`src/rtl/split_slave_port_if.sv`:
```
// Bus-side handshake and serial signals between an interconnect master and split_slave_port.
interface split_slave_port_if;
  logic read_en;
  logic write_en;
  logic master_valid;
  logic master_ready;
  logic rx_address;
  logic rx_data;
  logic slave_ready;
  logic slave_valid;
  logic tx_data;
  logic split_en;
  logic rx_done;
  logic tx_done;

  modport slave (
    input  read_en, write_en, master_valid, master_ready, rx_address, rx_data,
    output slave_ready, slave_valid, tx_data, split_en, rx_done, tx_done
  );

  modport master (
    output read_en, write_en, master_valid, master_ready, rx_address, rx_data,
    input  slave_ready, slave_valid, tx_data, split_en, rx_done, tx_done
  );
endinterface

```
`src/rtl/split_slave_port.sv`:
```
// Bit-serial bus slave port: deserialises address/write data, strobes memory,
// releases the bus for a split phase on reads, then serialises read data back.
module split_slave_port #(
  parameter int ADDR_WIDTH    = 12,
  parameter int DATA_WIDTH    = 8,
  parameter int SPLIT_LATENCY = 4
) (
  input  logic                  clk,
  input  logic                  reset,
  split_slave_port_if.slave     bus,
  input  logic [DATA_WIDTH-1:0] datain,
  output logic [ADDR_WIDTH-1:0] address,
  output logic [DATA_WIDTH-1:0] data,
  output logic                  mem_wr,
  output logic                  mem_rd
);
  localparam int MAXW = (ADDR_WIDTH > DATA_WIDTH) ? ADDR_WIDTH : DATA_WIDTH;
  localparam int CW   = $clog2(MAXW + 1);
  localparam int SW   = (SPLIT_LATENCY > 1) ? $clog2(SPLIT_LATENCY) : 1;

  typedef enum logic [2:0] {S_IDLE, S_RX, S_WR, S_RD, S_SPLIT, S_TX} state_t;

  state_t                r_state, w_state_nxt;
  logic                  r_wr_req, r_rd_req, r_is_wr, r_tx_done;
  logic [CW-1:0]         r_cnt;
  logic [SW-1:0]         r_scnt;
  logic [ADDR_WIDTH-1:0] r_addr;
  logic [DATA_WIDTH-1:0] r_data, r_rdata;

  logic          w_wr_any, w_rd_any, w_req, w_sample, w_wr_sel, w_leave_rx;
  logic [CW-1:0] w_len_new, w_len_cur;
  logic          w_tx_last, w_split_last;

  assign w_wr_any     = r_wr_req | bus.write_en;
  assign w_rd_any     = r_rd_req | bus.read_en;
  assign w_req        = w_wr_any | w_rd_any;
  assign w_len_new    = w_wr_any ? CW'(MAXW) : CW'(ADDR_WIDTH);
  assign w_len_cur    = r_is_wr  ? CW'(MAXW) : CW'(ADDR_WIDTH);
  assign w_tx_last    = (r_cnt == CW'(DATA_WIDTH - 1));
  assign w_split_last = (r_scnt == SW'(SPLIT_LATENCY - 1));
  assign w_wr_sel     = (r_state == S_IDLE) ? w_wr_any : r_is_wr;

  always_ff @(posedge clk or negedge reset) begin
    if (!reset) r_state <= S_IDLE;
    else        r_state <= w_state_nxt;
  end

  always_comb begin
    w_state_nxt     = r_state;
    w_sample        = 1'b0;
    bus.slave_ready = 1'b0;
    bus.slave_valid = 1'b0;
    bus.tx_data     = 1'b0;
    bus.split_en    = 1'b0;
    bus.rx_done     = 1'b0;
    bus.tx_done     = r_tx_done;
    mem_wr          = 1'b0;
    mem_rd          = 1'b0;
    case (r_state)
      S_IDLE: begin
        bus.slave_ready = 1'b1;
        if (bus.master_valid && w_req) begin
          w_sample = 1'b1;
          if (w_len_new == CW'(1)) w_state_nxt = w_wr_any ? S_WR : S_RD;
          else                     w_state_nxt = S_RX;
        end
      end
      S_RX: begin
        bus.slave_ready = 1'b1;
        if (bus.master_valid) begin
          w_sample = 1'b1;
          if (r_cnt == w_len_cur - CW'(1)) w_state_nxt = r_is_wr ? S_WR : S_RD;
        end
      end
      S_WR: begin
        bus.rx_done = 1'b1;
        mem_wr      = 1'b1;
        w_state_nxt = S_IDLE;
      end
      S_RD: begin
        bus.rx_done = 1'b1;
        mem_rd      = 1'b1;
        w_state_nxt = (SPLIT_LATENCY == 0) ? S_TX : S_SPLIT;
      end
      S_SPLIT: begin
        bus.split_en = 1'b1;
        if (w_split_last) w_state_nxt = S_TX;
      end
      S_TX: begin
        bus.slave_valid = 1'b1;
        bus.tx_data     = r_rdata[0];
        if (bus.master_ready && w_tx_last) w_state_nxt = S_IDLE;
      end
      default: w_state_nxt = S_IDLE;
    endcase
  end

  assign w_leave_rx = (r_state == S_IDLE || r_state == S_RX) &&
                      (w_state_nxt != S_IDLE && w_state_nxt != S_RX);

  always_ff @(posedge clk or negedge reset) begin
    if (!reset) begin
      r_wr_req  <= 1'b0;
      r_rd_req  <= 1'b0;
      r_is_wr   <= 1'b0;
      r_tx_done <= 1'b0;
      r_cnt     <= '0;
      r_scnt    <= '0;
      r_addr    <= '0;
      r_data    <= '0;
      r_rdata   <= '0;
    end else begin
      r_tx_done <= (r_state == S_TX) && bus.master_ready && w_tx_last;
      // Write wins a same-cycle collision; the read request is dropped.
      if (r_state == S_IDLE) begin
        r_wr_req <= w_wr_any;
        r_rd_req <= w_rd_any & ~w_wr_any;
        if (w_sample) r_is_wr <= w_wr_any;
      end
      if (w_sample) begin
        if (r_cnt < CW'(ADDR_WIDTH)) r_addr <= {bus.rx_address, r_addr[ADDR_WIDTH-1:1]};
        if (w_wr_sel && r_cnt < CW'(DATA_WIDTH)) r_data <= {bus.rx_data, r_data[DATA_WIDTH-1:1]};
        r_cnt <= r_cnt + CW'(1);
      end
      if (w_leave_rx) begin
        r_cnt    <= '0;
        r_wr_req <= 1'b0;
        r_rd_req <= 1'b0;
      end
      case (r_state)
        S_RD: begin
          r_scnt <= '0;
          if (SPLIT_LATENCY == 0) r_rdata <= datain;
        end
        S_SPLIT: begin
          r_scnt <= r_scnt + SW'(1);
          if (w_split_last) r_rdata <= datain;
        end
        S_TX: begin
          if (bus.master_ready) begin
            r_rdata <= r_rdata >> 1;
            r_cnt   <= w_tx_last ? '0 : r_cnt + CW'(1);
          end
        end
        default: ;
      endcase
    end
  end

  assign address = r_addr;
  assign data    = r_data;
endmodule

```
`src/flat_wrapper.sv`:
```
// flat-port wrapper written by rule: the top's interface ports become plain ports
module split_slave_port_flat 
#(
  parameter int ADDR_WIDTH    = 12,
  parameter int DATA_WIDTH    = 8,
  parameter int SPLIT_LATENCY = 4
)
  (clk, reset, datain, address, data, mem_wr, mem_rd, bus_read_en, bus_write_en, bus_master_valid, bus_master_ready, bus_rx_address, bus_rx_data, bus_slave_ready, bus_slave_valid, bus_tx_data, bus_split_en, bus_rx_done, bus_tx_done);
  split_slave_port_if bus_i ();
  input  logic clk;
  input  logic reset;
  input  logic [DATA_WIDTH-1:0] datain;
  output logic [ADDR_WIDTH-1:0] address;
  output logic [DATA_WIDTH-1:0] data;
  output logic mem_wr;
  output logic mem_rd;
  input wire logic [$bits(bus_i.read_en)-1:0] bus_read_en;
  input wire logic [$bits(bus_i.write_en)-1:0] bus_write_en;
  input wire logic [$bits(bus_i.master_valid)-1:0] bus_master_valid;
  input wire logic [$bits(bus_i.master_ready)-1:0] bus_master_ready;
  input wire logic [$bits(bus_i.rx_address)-1:0] bus_rx_address;
  input wire logic [$bits(bus_i.rx_data)-1:0] bus_rx_data;
  output wire logic [$bits(bus_i.slave_ready)-1:0] bus_slave_ready;
  output wire logic [$bits(bus_i.slave_valid)-1:0] bus_slave_valid;
  output wire logic [$bits(bus_i.tx_data)-1:0] bus_tx_data;
  output wire logic [$bits(bus_i.split_en)-1:0] bus_split_en;
  output wire logic [$bits(bus_i.rx_done)-1:0] bus_rx_done;
  output wire logic [$bits(bus_i.tx_done)-1:0] bus_tx_done;
  assign bus_i.read_en = bus_read_en;
  assign bus_i.write_en = bus_write_en;
  assign bus_i.master_valid = bus_master_valid;
  assign bus_i.master_ready = bus_master_ready;
  assign bus_i.rx_address = bus_rx_address;
  assign bus_i.rx_data = bus_rx_data;
  assign bus_slave_ready = bus_i.slave_ready;
  assign bus_slave_valid = bus_i.slave_valid;
  assign bus_tx_data = bus_i.tx_data;
  assign bus_split_en = bus_i.split_en;
  assign bus_rx_done = bus_i.rx_done;
  assign bus_tx_done = bus_i.tx_done;
  split_slave_port #(.ADDR_WIDTH(ADDR_WIDTH), .DATA_WIDTH(DATA_WIDTH), .SPLIT_LATENCY(SPLIT_LATENCY)) u_core (.clk(clk), .reset(reset), .bus(bus_i), .datain(datain), .address(address), .data(data), .mem_wr(mem_wr), .mem_rd(mem_rd));
endmodule
```
`config.mk`:
```
export PLATFORM = sky130hd
export DESIGN_NAME = split_slave_port_flat
export DESIGN_NICKNAME = d
export VERILOG_FILES = /design/src/rtl/split_slave_port_if.sv /design/src/rtl/split_slave_port.sv /design/src/flat_wrapper.sv
export SDC_FILE = /design/constraint.sdc
export NUM_CORES = 1
export LEC_CHECK = 0
export CAP_MARGIN = 10
export CORE_MARGIN = 2
export CORE_UTILIZATION = 49
export DETAILED_ROUTE_END_ITERATION = 10
export GPL_ROUTABILITY_DRIVEN = 0
export PLACE_DENSITY = 0.81
export RECOVER_POWER = 100
export SYNTH_ARGS = -nofsm -noshare
export SYNTH_HDL_FRONTEND = slang
export SYNTH_SLANG_ARGS = --single-unit
```
`constraint.sdc`:
```
create_clock -name clk -period 2.76 [get_ports clk]
set_clock_uncertainty 0.2 [all_clocks]
set_input_delay 0.552 -clock clk [delete_from_list [all_inputs] [get_ports clk]]
set_output_delay 0.552 -clock clk [all_outputs]
set_load 0.05 [all_outputs]
```
## Yosys cells after proc, flatten, opt, wreduce, memory -nomap -nowiden

Cells that the tools add are included.
Widths: inputs -> output; s select.

| operators by class | value |
|---|---|
| add/subtract/negate cells | 2 |
| multiply operators | 0 |
| divide/modulo/power cells | 0 |
| magnitude comparators | 2 |
| eq/ne operators | 11 |
| shift operators | 0 |
| mux-type cells | 31 |
| bitwise gates (word level) | 5 |
| reduce and logical (&&, ||, !) cells | 19 |

Operator list:

| cell | count |
|---|---|
| $mux 4 | 5 |
| $mux 8 | 2 |
| $pmux 8 s2 | 1 |
| $mux 1 | 15 |
| $mux 3 | 5 |
| $pmux 3 s5 | 1 |
| $lt 4x4->1 const B | 2 |
| $logic_and 1x1->1 | 7 |
| $eq 3x2->1 const B | 2 |
| $eq 3x3->1 const B | 2 |
| $reduce_and 2->1 | 3 |
| $reduce_bool 2->1 | 3 |
| $add 4x1->4 const B | 1 |
| $eq 4x3->1 const B | 1 |
| $eq 4x4->1 const B | 1 |
| $pmux 2 s2 | 1 |
| $reduce_or 2->1 | 2 |
| $eq 3x1->1 const B | 1 |
| $logic_not 3->1 | 1 |
| $ne 3x1->1 const B | 1 |
| $or 1x1->1 | 3 |
| $reduce_and 3->1 | 1 |
| $reduce_bool 3->1 | 1 |
| $add 2x1->2 const B | 1 |
| other kinds (7) | 7 |

| word-level totals | value |
|---|---|
| register bits | 41 |
| latch bits | 0 |
| RAM bits | 0 |
| memory bits (read-only) | 0 |
| input port bits | 16 |
| output and inout port bits | 28 |
| logic and storage cells | 80 |
| memories kept | 0 |

## Depth between registers and ports, before layout

Gate-level depths: netlist of the first run.

| depth | value |
|---|---|
| depth in word-level cells | 11 |
| gate-level depth with buffers | 6 |
| depth with buffers taken out | 5 |

## Worst setup path before layout of the first run

OpenSTA, ideal clock, no wires.

| timing | value |
|---|---|
| kind | reg2out |
| start | reg u_core.r_state[1] |
| end | out bus_split_en |
| data arrival time | 1.595 ns |
| required time | 2.008 ns |
| slack | 0.413 ns |
| stages on the path, launching flop included | 4 |
| path buffers | 1 |
| path through | dfrtp_1 > and2b_1 > clkbuf_1 > nor2b_1 |

| on the way | value |
|---|---|
| longest elaborated chain between the ends | 2 |

Ends and longest elaborated chain:

| item | RTL line | RTL |
|---|---|---|
| start: declaration | split_slave_port.sv:23 | `state_t r_state, w_state_nxt;` |
| start signal: assignment | split_slave_port.sv:45 | `else r_state <= w_state_nxt;` |
| $eq 3x3->1 | split_slave_port.sv:59 | `case (r_state)` |
| $mux 1 | split_slave_port.sv:59 |  |
| end: declaration | flat_wrapper.sv:26 | `output wire logic [$bits(bus_i.split_en)-1:0] bus_split_en;` |

Every way passes these cells.

## Final worst setup path of the first run

| timing | value |
|---|---|
| start | reg u_core.r_state[2] |
| end | out bus_rx_done |

| on the way | value |
|---|---|
| longest elaborated chain between the ends | 3 |
| elaborated cells between the ends (all ways) | 4 |
| those cells by class | eq/ne (2); mux (1); reduce/logical (1) |

Ends and longest elaborated chain:

| item | RTL line | RTL |
|---|---|---|
| $eq 3x2->1 | split_slave_port.sv:59 |  |
| $reduce_or 2->1 (no line) * | n/a |  |
| $mux 1 * | split_slave_port.sv:59 |  |
| end: declaration | flat_wrapper.sv:27 | `output wire logic [$bits(bus_i.rx_done)-1:0] bus_rx_done;` |

Mark *: on every way between the ends. The rest lies on a longest branch, timed or not.

==> results of run 1 <==
-- flip-flops by register name, summed over array words and instances, names as in the netlist --
register,cells
u_core.r_is_wr,1
u_core.r_cnt,4
u_core.r_scnt,2
u_core.bus.tx_done,1
u_core.r_rdata,8
u_core.data,8
u_core.r_state,3
u_core.r_rd_req,1
u_core.address,12
u_core.r_wr_req,1
-- cell usage in the layout (no fill, tap or decap), drive strengths merged --
cell and n:
and3 2, nand4 1, mux2 22, a2111oi 1, o21ai 11, clkdlybuf4s50 12, clkinv 1, nand3b 2
a31oi 2, nand3 2, or4 1, and4bb 1, and2b 1, nor2b 2, o211a 1, a221oi 1
and4b 1, o21bai 2, inv 5, and2 3, dlygate4sd3 25, a22o 2, buf 4, nand2b 2
o21a 1, clkbuf 11, nor4 1, mux2i 7, nor3 4, bufinv 1, nand4b 1, o211ai 2
dfrtp 41, nor2 7, nand2 18, o2111ai 1, a21oi 4, ha 2
-- power groups by stage --
stage,registers [mW],clock network [mW],logic [mW]
final,1.03,0.450,1.39
after global routing,1.07,0.490,1.48
after CTS,1.05,0.464,1.50
after detailed placement,1.06,0,1.49
after global placement,1.04,0,1.46
after floorplan,1.54,0,0.525
-- critical path, delay by kind of cell (launching register included) --
kind          cells  cell delay [ns]
buf+inv           2             0.89
flops             1             0.47
simple gates      1             0.23
-- repair_timing --
action / 4_1_cts / 5_1_grt
buffers inserted: 0 / 0
gates resized for setup: 0 / 1
endpoints found under the hold margin: 0 / 0
endpoints found under the setup margin: 0 / 1
-- metrics by stage --
| stage | setup WS [ns] | cells | total power [mW] |
|---|---|---|---|
| 2_1_floorplan | 0.4132 | 160 | 2.065 |
| 3_3_place_gp | 0.07363 | 249 | 2.496 |
| 3_5_place_dp | 0.01744 | 249 | 2.545 |
| 4_1_cts | 0.07746 | 256 | 3.006 |
| 5_1_grt | 0.02226 | 256 | 3.046 |
| 6_report | 0.1386 | 256 | 2.871 |
-- layout make-up --
type	count	area, µm²	share of cell area (%)
clock buffers	5	68.82	2.844
clock inverters	2	35.03	1.448
inverters	5	18.77	0.7756
multi-input cells	108	787.0	32.52
flip-flops and latches	41	1026	42.40
well taps	48	60.06	2.482
repair buffers	47	424.2	17.53
-- layer usage --
metal	GRT usage, %	vias up	share of wire (%)
met5	0	-	0
met2	30.25	34	50
met4	5.357	0	0.75
met3	5.451	4	5.8
li1	-	666	-
met1	21.44	659	43
-- how the worst max path moves through the flow --
| stage | startpoint | end | slack [ns] | cells past startpoint |
|---|---|---|---|---|
| detailed placement | bus_write_en | u_core.address[11] | 0.02 | 5 |
| global route | u_core.r_state[2] | bus_rx_done | 0.02 | 3 |
| floorplan | u_core.r_state[1] | bus_split_en | 0.41 | 3 |
| global placement | bus_write_en | u_core.address[6] | 0.07 | 5 |
| CTS | u_core.r_state[2] | mem_wr | 0.08 | 3 |
| finish | u_core.r_state[2] | bus_rx_done | 0.14 | 3 |
-- kinds of logic (layout without fill, tap and decap cells) --
family	count (synthesis)	after routing	share of synthesized area, %
AO/OA/AOI/OAI	28	28	10.46
adder cells (fa/ha/maj)	2	2	1.324
buffers and inverters	11	59	2.715
flip-flops	41	41	54.30
multiplexers	29	29	16.82
AND/OR/NAND/NOR	49	49	14.37
==> run_results.csv, run 1 <==
group,metric,value,unit
synthesis,yosysMostFrequentCell,"dfrtp_1",
clock_network,cts.htree.levels,2,
layout,nNetsFinal,226,
clock_network,cts.sinks,41,
worst_setup_path,cp-end-kind,"primary output",
grt,grt_pass1_wl,5989,µm
synthesis,synth_edf_count,0,
route,num_vias,1363,
sta,max_freq,381.5,MHz
placed_design,place_area,2375,µm²
grt,antenna_found_initial,0,
run_status,outcome,"complete, no violations",
floorplanning,fp.dieH,66.10,µm
route,avgViaCountPerCell,5.324,
clock_network,cts_hold_buffers,0,
worst_setup_path,cp_cell_sequence,"nand2b_1 -> inv_1 -> clkdlybuf4s50_1",
sta,worst_slew_pin_slew,0.9794,ns
floorplanning,fp-row-count,22,
synthesis,synth_common_cells,"dfrtp_1 (41), mux2_2 (22), nand2_1 (16)",
sta,rsz0062_at_grt,"false",
route,drt.antenna.violating_nets,0,
sta,setup_viol,0,
worst_setup_path,crit_fanout,8,
sta,finalCritPeriodShare,94.98,%
grt,first_global_vias,1374,
worst_setup_path,cpPeakStageDelay,0.80,ns
layout,area_delta_synth_final,28.08,%
sta,slew_violations,0,
sta,fin_hold_ws,0.2129,ns
floorplanning,initial_core_util,51.22,%
power_and_ir_drop,p_sw,1.236,mW
synthesis,async_reset_ff_share,100.0,%
power_and_ir_drop,p_int,1.635,mW
synthesis,synth-seq-area-share,54.30,%
placed_design,dp_hpwl,2487,µm
power_and_ir_drop,p_sw_share,43.06,%
worst_setup_path,rr_startpoint,"u_core.r_state[1]",
route,drc_errors,0,
clock_network,ctsRootBufferMaster,"clkbuf_8",
synthesis,synthesis.nets,178,
placed_design,portBuffers,43,
grt,grt_usage,17.72,%
clock_network,cts.clk_slew.worst_paths,0.07,ns
route,drtIter0Drc,70,
sta,tns,0,ns
synthesis,synth_top_cell_area_share,54.30,%
route,routed_wirelength,3461,µm
power_and_ir_drop,power_frac_clock,15.7,%
worst_setup_path,arrival,1.87,ns
layout,antenna_cells,0,
sta,slew_headroom,34.71,%
hold_path,hold_class,"input pin to async pin",
sta,post-route-min-period,2.621,ns
worst_setup_path,r2r_cells,5,
power_and_ir_drop,worst_ir_drop_vdd,0.8641,mV
grt,grt_max_degree,42,
worst_setup_path,critical_path_class,"flop to primary output",
floorplanning,dieArea,4369,µm²
worst_setup_path,r2r_end,"u_core.data[5]",
synthesis,avgSynthCellArea,11.81,µm²
power_and_ir_drop,p_per_area,1186,nW/µm²
clock_network,cts_buffers,5,
synthesis,synth-main-ff-cell,"dfrtp_1",
worst_setup_path,critPathRequiredTime,2.01,ns
synthesis,syn_area,1889,µm²
floorplanning,io_pins,44,
synthesis,synth_cell_types,38,
run,cap_violations,0,
worst_setup_path,cp-start-kind,"flop",
clock_network,cts_buffer_depth,2,
floorplanning,die_w,66.10,µm
power_and_ir_drop,combinationalPowerShare,48.3,%
power_and_ir_drop,p_seq_share,36.0,%
synthesis,yosysWarnings,0,
floorplanning,core,3689,µm²
route,drt-pass1-iter-count,3,
clock_network,insertion_delay,0.28,ns
synthesis,synthCells,160,
route,wl_per_cell,13.52,µm
power_and_ir_drop,leakagePower,1.103,nW
synthesis,yosys-top-cells-area,"dfrtp_1 (54%), mux2_2 (13%), mux2i_1 (3.7%), nand2_1 (3.2%), o21ai_0 (2.9%)",
synthesis,ys_ff_latch,41,
worst_setup_path,slowest_stage,"clkdlybuf4s50_1",
layout,fillers,320,
synthesis,yosysTopAreaCell,"dfrtp_1",
grt,gr-total-overflow,0,
worst_setup_path,rrSetupSlack,0.49,ns
layout,drive_above_1_share,18.27,%
layout,utilization,65.60,%
sta,finalHoldViolCount,0,
layout,postLayoutCellArea,2420,µm²
clock_network,tritoncts,"done",
Power figures use the tool's default switching activity.
==> run 2: changes to the inputs <==
--- a/config.mk
+++ b/config.mk
@@ -6,6 +6,7 @@
 export NUM_CORES = 1
 export LEC_CHECK = 0
 export CAP_MARGIN = 10
+export CORE_ASPECT_RATIO = 2
 export CORE_MARGIN = 2
 export CORE_UTILIZATION = 49
 export DETAILED_ROUTE_END_ITERATION = 10
==> run 2 against run 1 <==
- critical path depth unchanged
- design area increased by 2.2%
- global-route usage increased by 0.67 points
- fmax decreased by 1.7%
- largest cell class unchanged
- critical path type unchanged
- core utilization increased by 0.12 points
- clock power increased by 6.9%
- final cell count increased by 2.0%
- setup slack got worse by 0.045 ns
- die area increased by 0.68%
==> run_results.csv, run 2 (same netlist as run 1, synthesis figures left out) <==
group,metric,value,unit
route,dr_wl_met2,1820,µm
layout,largest_register_ffs,12,
route,num_vias,1373,
worst_setup_path,slowest_stage,"clkdlybuf4s50_1",
grt,grt_usage,18.40,%
route,drt.antenna.violating_nets,0,
layout,antenna_cells,0,
grt,first_global_vias,1323,
sta,setup_viol,0,
clock_network,cts.sinks,41,
route,wl_met3,252,µm
floorplanning,die_w,47.91,µm
power_and_ir_drop,leakagePower,1.135,nW
grt,gr-total-overflow,0,
placed_design,portBuffers,43,
sta,finalCritPeriodShare,96.60,%
layout,area_delta_synth_final,30.93,%
run,cap_violations,0,
worst_setup_path,cp-end-kind,"primary output",
worst_setup_path,crit_fanout,8,
floorplanning,core,3764,µm²
sta,fin_hold_ws,0.2031,ns
layout,postLayoutCellArea,2474,µm²
hold_path,hold_class,"input pin to async pin",
sta,worst_slew_pin_slew,0.9721,ns
route,routed_wirelength,3572,µm
clock_network,cts_hold_buffers,0,
clock_network,tritoncts,"done",
worst_setup_path,cp-start-kind,"flop",
worst_setup_path,rr_startpoint,"u_core.r_state[1]",
layout,layout.cells.non_filler,261,
power_and_ir_drop,worst_ir_drop_vdd,1.016,mV
grt,grt_max_degree,42,
clock_network,cts_resized,0,
sta,max_freq,375.1,MHz
sta,rsz0062_at_grt,"false",
placed_design,place_area,2386,µm²
route,drc_errors,0,
floorplanning,fp.dieH,91.82,µm
worst_setup_path,arrival,1.91,ns
route,avgViaCountPerCell,5.261,
sta,post-route-min-period,2.666,ns
power_and_ir_drop,p_total,2.941,mW
sta,tns,0,ns
layout,nNetsFinal,227,
sta,slew_violations,0,
floorplanning,initial_core_util,50.20,%
sta,finalHoldViolCount,0,
worst_setup_path,r2r_cells,5,
worst_setup_path,r2r_end,"u_core.data[7]",
clock_network,cts_setup_buffers,0,
placed_design,dp.cells,253,
clock_network,insertion_delay,0.29,ns
clock_network,cts.htree.levels,2,
worst_setup_path,rrSetupSlack,0.54,ns
floorplanning,io_pins,44,
clock_network,cts_buffer_depth,2,
clock_network,cts_buffers,5,
clock_network,cts.clk_slew.worst_paths,0.08,ns
run_status,outcome,"complete, no violations",
worst_setup_path,critical_path_class,"flop to primary output",
route,route.layer.met1.wl,1432,µm
grt,grt_pass1_wl,5837,µm
placed_design,dp_hpwl,2511,µm
grt,antenna_found_initial,0,
worst_setup_path,critPathRequiredTime,2.01,ns
layout,utilization,65.72,%
sta,slew_headroom,35.19,%
layout,final_cell_mix,"dfrtp_1 (41), dlygate4sd3_1 (24), mux2_2 (22), nand2_1 (16), clkdlybuf4s50_1 (14)",
route,maxUsedRoutingLayer,"met4",
sta,setup_slack,0.09390,ns
floorplanning,dieArea,4398,µm²
route,wl_per_cell,13.69,µm
route,drt-pass1-iter-count,4,
route,drtIter0Drc,24,
worst_setup_path,cp_cell_sequence,"nand2b_1 -> nor2_1 -> clkdlybuf4s50_1",
layout,final_common_cell,"dfrtp_1",
worst_setup_path,cpPeakStageDelay,0.80,ns
placed_design,place_ws,0.03474,ns
floorplanning,fp-row-count,32,
power_and_ir_drop,p_per_area,1189,nW/µm²
layout,drive_above_1_share,19.52,%
clock_network,ctsRootBufferMaster,"clkbuf_8",
[run 2: power by group]
group | switching [mW] | leakage (nW) | total, mW | internal [mW]
clock | 0.210 | 0.0543 | 0.481 | 0.270
combinational | 0.887 | 0.576 | 1.42 | 0.533
sequential | 0.188 | 0.505 | 1.04 | 0.853
total | 1.28 | 1.13 | 2.94 | 1.66
[run 2: cell type report]
type | instances | area [µm²]
clock buffer | 5 | 68.82
clock inverter | 3 | 46.29
fill | 324 | 1290
inverter | 5 | 18.77
multi-input combinational | 108 | 808.3
sequential | 41 | 1026
tap | 51 | 63.81
timing repair buffer | 48 | 441.7
[run 2: metal layers]
| layer | track usage [%] | up-vias |
|---|---|---|
| met2 | 28.89 | 42 |
| met5 | 0 | - |
| met4 | 7.658 | 0 |
| li1 | - | 671 |
| met3 | 6.102 | 7 |
| met1 | 22.07 | 653 |
[run 2: worst max-delay path, delay by kind of cell, from the launching register on]
kind / cells / cell delay, ns
and+or+nand+nor: 2 / 0.34
buffers and inverters: 1 / 0.80
DFF: 1 / 0.48
[run 2: how the worst max path moves through the flow]
| stage | cells after the start | from | end | slack (ns) |
|---|---|---|---|---|
| 2_1_floorplan | 3 | u_core.r_state[1] | bus_split_en | 0.41 |
| 3_3_place_gp | 5 | bus_write_en | u_core.address[5] | 0.06 |
| 3_5_place_dp | 5 | bus_write_en | u_core.address[11] | 0.03 |
| 4_1_cts | 3 | u_core.r_state[2] | mem_wr | 0.08 |
| 5_1_grt | 3 | u_core.r_state[2] | mem_wr | 0.02 |
| 6_report | 3 | u_core.r_state[2] | mem_wr | 0.09 |
==> run 3: changes to the inputs <==
--- a/config.mk
+++ b/config.mk
@@ -10,7 +10,6 @@
 export CORE_MARGIN = 2
 export CORE_UTILIZATION = 49
 export DETAILED_ROUTE_END_ITERATION = 10
-export GPL_ROUTABILITY_DRIVEN = 0
 export PLACE_DENSITY = 0.81
 export RECOVER_POWER = 100
 export SYNTH_ARGS = -nofsm -noshare
==> results of run 3 <==
The final DEF is identical to that of run 2; final timing and power are the same.
